[config.mk]
export PLATFORM = sky130hd
export DESIGN_NAME = sram_arbiter
export DESIGN_NICKNAME = d
export VERILOG_FILES = /design/src/rtl/sram_arbiter.sv
export SDC_FILE = /design/constraint.sdc
export NUM_CORES = 1
export LEC_CHECK = 0
export CAP_MARGIN = 20
export CORE_AREA = 2 2 105 107
export CTS_CLUSTER_SIZE = 10
export DETAILED_ROUTE_END_ITERATION = 10
export DIE_AREA = 0 0 107 109
export PLACE_DENSITY = 0.78
export SLEW_MARGIN = 25
export SYNTH_ARGS = -nofsm -noshare
export SYNTH_HDL_FRONTEND = slang
export SYNTH_SLANG_ARGS = --single-unit
[constraint.sdc]
create_clock -name clk -period 3.9 [get_ports clk]
set_clock_uncertainty 0.15 [all_clocks]
set_input_delay 0.78 -clock clk [delete_from_list [all_inputs] [get_ports clk]]
set_output_delay 0.78 -clock clk [all_outputs]
set_load 0.02 [all_outputs]
[src/rtl/sram_arbiter.sv]
// Two-port (fetch / load-store) arbiter in front of a single-port SRAM.
// Data side has priority; the fetch side is forced through after STARVE_LIMIT consecutive losses.
module sram_arbiter #(
    parameter int STARVE_LIMIT = 3
) (
    input  logic        clk,
    input  logic        rst,

    input  logic        inst_req,
    input  logic [31:0] inst_addr,
    output logic        inst_gnt,
    output logic        inst_rvalid,
    output logic [31:0] inst_rdata,

    input  logic        data_req,
    input  logic [3:0]  data_wen,
    input  logic [31:0] data_addr,
    input  logic [31:0] data_wdata,
    output logic        data_gnt,
    output logic        data_rvalid,
    output logic [31:0] data_rdata,

    output logic        ram_en,
    output logic [3:0]  ram_wen,
    output logic [31:0] ram_addr,
    output logic [31:0] ram_wdata,
    input  logic [31:0] ram_rdata,

    output logic        stallreq_for_arb
);

    localparam int CNT_W = (STARVE_LIMIT < 1) ? 1 : $clog2(STARVE_LIMIT + 1);
    localparam logic [CNT_W-1:0] LIMIT_V = CNT_W'(STARVE_LIMIT);

    typedef enum logic [1:0] {
        IDLE,
        RESP_INST,
        RESP_DATA
    } owner_t;

    owner_t           owner;
    logic [CNT_W-1:0] starve_cnt;
    logic [31:0]      inst_hold;
    logic [31:0]      data_hold;
    logic             starved;
    logic             is_load;

    // Grants are gated by rst so every request-path output reads zero while reset is held.
    always_comb begin
        starved  = (starve_cnt == LIMIT_V);
        is_load  = (data_wen == 4'b0000);
        inst_gnt = rst & inst_req & (~data_req | starved);
        data_gnt = rst & data_req & ~(inst_req & starved);
        stallreq_for_arb = rst & ((inst_req & ~inst_gnt) | (data_req & ~data_gnt));
    end

    always_comb begin
        ram_en    = inst_gnt | data_gnt;
        ram_wen   = 4'b0000;
        ram_addr  = 32'h0000_0000;
        ram_wdata = 32'h0000_0000;
        if (data_gnt) begin
            ram_wen   = data_wen;
            ram_addr  = data_addr;
            ram_wdata = data_wdata;
        end else if (inst_gnt) begin
            ram_addr  = inst_addr;
        end
    end

    always_ff @(posedge clk or negedge rst) begin
        if (!rst) begin
            starve_cnt <= '0;
        end else if (inst_gnt || !inst_req) begin
            starve_cnt <= '0;
        end else if (!starved) begin
            starve_cnt <= starve_cnt + 1'b1;
        end
    end

    // Response owner: the SRAM returns read data one cycle after the grant, so remember who asked.
    always_ff @(posedge clk or negedge rst) begin
        if (!rst) begin
            owner       <= IDLE;
            inst_rvalid <= 1'b0;
            data_rvalid <= 1'b0;
            inst_hold   <= 32'h0000_0000;
            data_hold   <= 32'h0000_0000;
        end else begin
            if (owner == RESP_INST) begin
                inst_hold <= ram_rdata;
            end
            if (owner == RESP_DATA) begin
                data_hold <= ram_rdata;
            end
            inst_rvalid <= inst_gnt;
            data_rvalid <= data_gnt & is_load;
            if (inst_gnt) begin
                owner <= RESP_INST;
            end else if (data_gnt && is_load) begin
                owner <= RESP_DATA;
            end else begin
                owner <= IDLE;
            end
        end
    end

    always_comb begin
        inst_rdata = (owner == RESP_INST) ? ram_rdata : inst_hold;
        data_rdata = (owner == RESP_DATA) ? ram_rdata : data_hold;
    end

endmodule
==> impl_metrics.py <==
metrics = {
    "floorplan": {
        "core_um2": 10600,
        "die_area_um2": 11700,
        "die_y_um": 109,
        "io_pins": 274,
        "rows": 38,
        "die_w_um": 107,
        "start_util": 0.303,
    },
    "worst_setup_path": {
        "cp_data_required_time_ns": 2.97,
        "crit_buf_inv": 3,
        "crit_top_cell": "clkdlybuf4s50_1",
        "worst-path-stages": 6,
        "r2r_slack_ns": 2.20,
        "cpPeakStageDelay_ns": 0.65,
        "start_kind": "input port",
        "crit_type": "in2out",
        "critPathMaxFanout": 61,
        "cp_top_family": "buffers and inverters",
        "worst-r2r-cell-count": 3,
        "endpoint": "ram_wdata[27]",
        "path_cells": "clkdlybuf4s50_1 -> nand2_1 -> a21oi_4 -> buf_12 -> and2_1 -> clkdlybuf4s50_1",
        "crit-reg2reg-capture": "data_hold[1]",
        "crit_start": "data_req",
        "critPathCaptureType": "output pin",
        "cp.arrival_ns": 2.75,
        "critical-path-slowest-cell": "clkdlybuf4s50_1",
        "r2r_start": "owner[0]",
    },
    "place": {
        "place_congestion": 0.842,
        "dp.final_hpwl_mm": 10.4,
        "port_buffers": 273,
    },
    "logic_synthesis": {
        "syn_nets": 376,
        "synth_edf_count": 0,
        "syn_area_um2": 3210,
        "synth.distinct_cells": 22,
        "synth_area_per_cell_um2": 13.4,
        "synthArstFlopShare": 1.00,
        "yosys.area_share.simple": 0.0930,
        "synth_top_family_by_area": "multiplexers",
        "yosysWarnings": 0,
        "yosys-mux-area-fraction": 0.227,
        "synth_adder_area_share": 0.00389,
        "synthFlopType": "dfrtp_1",
        "synth_compound_area_frac": 0.0958,
        "netlist_instances": 239,
        "synth_xor_area_frac": 0.00272,
        "yosysSeqAreaShare": 0.537,
        "synth-seq-cells": 69,
    },
    "clock_network": {
        "clk_latency_ns": 0.33,
        "post_cts_buffers": 0,
        "cts.clk_slew.worst_paths_ns": 0.07,
        "clk_path_buf_depth": 2,
        "cts_tree": "done",
        "hold_buffers": 0,
        "htree_levels": 3,
        "clockRootBuffer": "clkbuf_8",
        "cts_resized": 0,
        "cts_buffers": 9,
        "cts_sinks": 69,
    },
    "drt": {
        "avgViaCountPerCell": 4.66,
        "drt_wl_total_mm": 12.7,
        "avgRoutedWirePerCell_um": 19.3,
        "drt-pass1-iter-count": 4,
        "drt_iter0_drc": 156,
        "final_antenna_net_count": 0,
        "remaining_drc_errors": 0,
        "vias": 3055,
    },
    "global_route": {
        "grt_usage": 0.207,
        "first_global_vias": 3263,
        "grt_max_degree": 62,
        "overflow": 0,
        "antenna_found_initial": 0,
        "grt_pass1_wl_mm": 17.9,
    },
    "pwr": {
        "powerDensity_nw_per_um2": 398,
        "peakVddDrop_mv": 0.217,
        "power.leakage_nw": 2.60,
    },
    "timing": {
        "period_needed_ns": 3.68,
        "setup_viol": 0,
        "setup_tns_ns": 0,
        "slew_viol_final": 0,
        "relSlewSlack": 0.642,
        "hold_violations": 0,
        "rsz0062_at_grt": "false",
        "finalCritPeriodShare": 0.943,
        "worstMarginPinSlew_ns": 0.537,
        "fmax_mhz": 272,
    },
    "hold_path": {
        "min_path_type": "reg2reg",
        "min_from": "data_hold[6]",
    },
    "cells_and_area": {
        "diodes": 0,
        "drive_gt1_frac": 0.169,
        "layout_commonest_cell": "clkdlybuf4s50_1",
        "area_growth_pct": 96.3,
        "finalNetCount": 649,
        "fin_util": 0.595,
        "final_cell_mix": "clkdlybuf4s50_1, dfrtp_1, mux2_2, and2_1, a22o_1",
    },
    "run_status": {
        "status": "complete, no violations",
    },
    "run": {
        "drv_cap": 0,
    },
}
[worst min-delay path by stage]
stage               cells after the start            to
floorplan                               0  data_hold[0]
global placement                        1  data_hold[6]
detailed placement                      1  data_hold[6]
CTS                                     1  data_hold[6]
global route                            1  data_hold[5]
finish                                  1  data_hold[6]
[cell families after synthesis]
family                     after synthesis
buffers and inverters                   19
DFF                                     69
and+or+nand+nor                         48
xor gates and xnor gates                 1
AOI/OAI and AO/OA                       36
adders and majority gates                1
muxes                                   65
[power by group]
part / internal, mW / switching (mW)
sequential: 0.848 / 0.0337
clock: 0.356 / 0.265
combinational: 0.541 / 0.464
[registers in the layout, summed over array words and instances, names as in the netlist]
| name | cells |
|---|---|
| starve_cnt | 2 |
| data_hold | 32 |
| owner | 2 |
| inst_hold | 32 |
| data_rvalid | 1 |
[cell type report]
type | count | area, um2
clock buffers | 9 | 124
fillers | 844 | 4290
well taps | 140 | 175
multi-input cells | 151 | 1370
repair buffers | 281 | 2820
clock inverters | 6 | 86.3
flip-flops and latches | 69 | 1730
[through the flow]
stage | setup WS [ns] | hold slack (ns) | power, mW | area, um2 | std cells
2_1_floorplan | 1.44 | 0.334 | 1.34 | 3210 | 239
3_3_place_gp | 0.252 | 0.316 | 1.89 | 6100 | 641
3_5_place_dp | 0.244 | 0.327 | 1.91 | 6100 | 641
4_1_cts | 0.240 | 0.344 | 2.54 | 6310 | 656
5_1_grt | 0.156 | 0.364 | 2.63 | 6310 | 656
6_report | 0.222 | 0.344 | 2.51 | 6310 | 656
[metal layers]
metal  up-vias  part of all wire  track usage  wire length (um)
met5         -                 0            0                 0
met4         0             0.021       0.0686               267
met3        16             0.058       0.0490               733
met2       151              0.55        0.388              6990
met1      1494              0.37        0.231              4710
li1       1394                 -            -                 -
[cells in the mapped netlist, types with 2 or more instances]
| library cell | number | area share |
|---|---|---|
| buf_4 | 6 | 0.014 |
| nand2b_1 | 2 | 0.0039 |
| buf_6 | 4 | 0.014 |
| dfrtp_1 | 69 | 0.54 |
| buf_2 | 4 | 0.0062 |
| a22o_1 | 32 | 0.087 |
| clkbuf_1 | 5 | 0.0058 |
| mux2_1 | 4 | 0.014 |
| mux2_2 | 60 | 0.21 |
| and3_1 | 2 | 0.0039 |
| and2_1 | 40 | 0.078 |
Note: power is estimated with default switching activity, not from simulation.
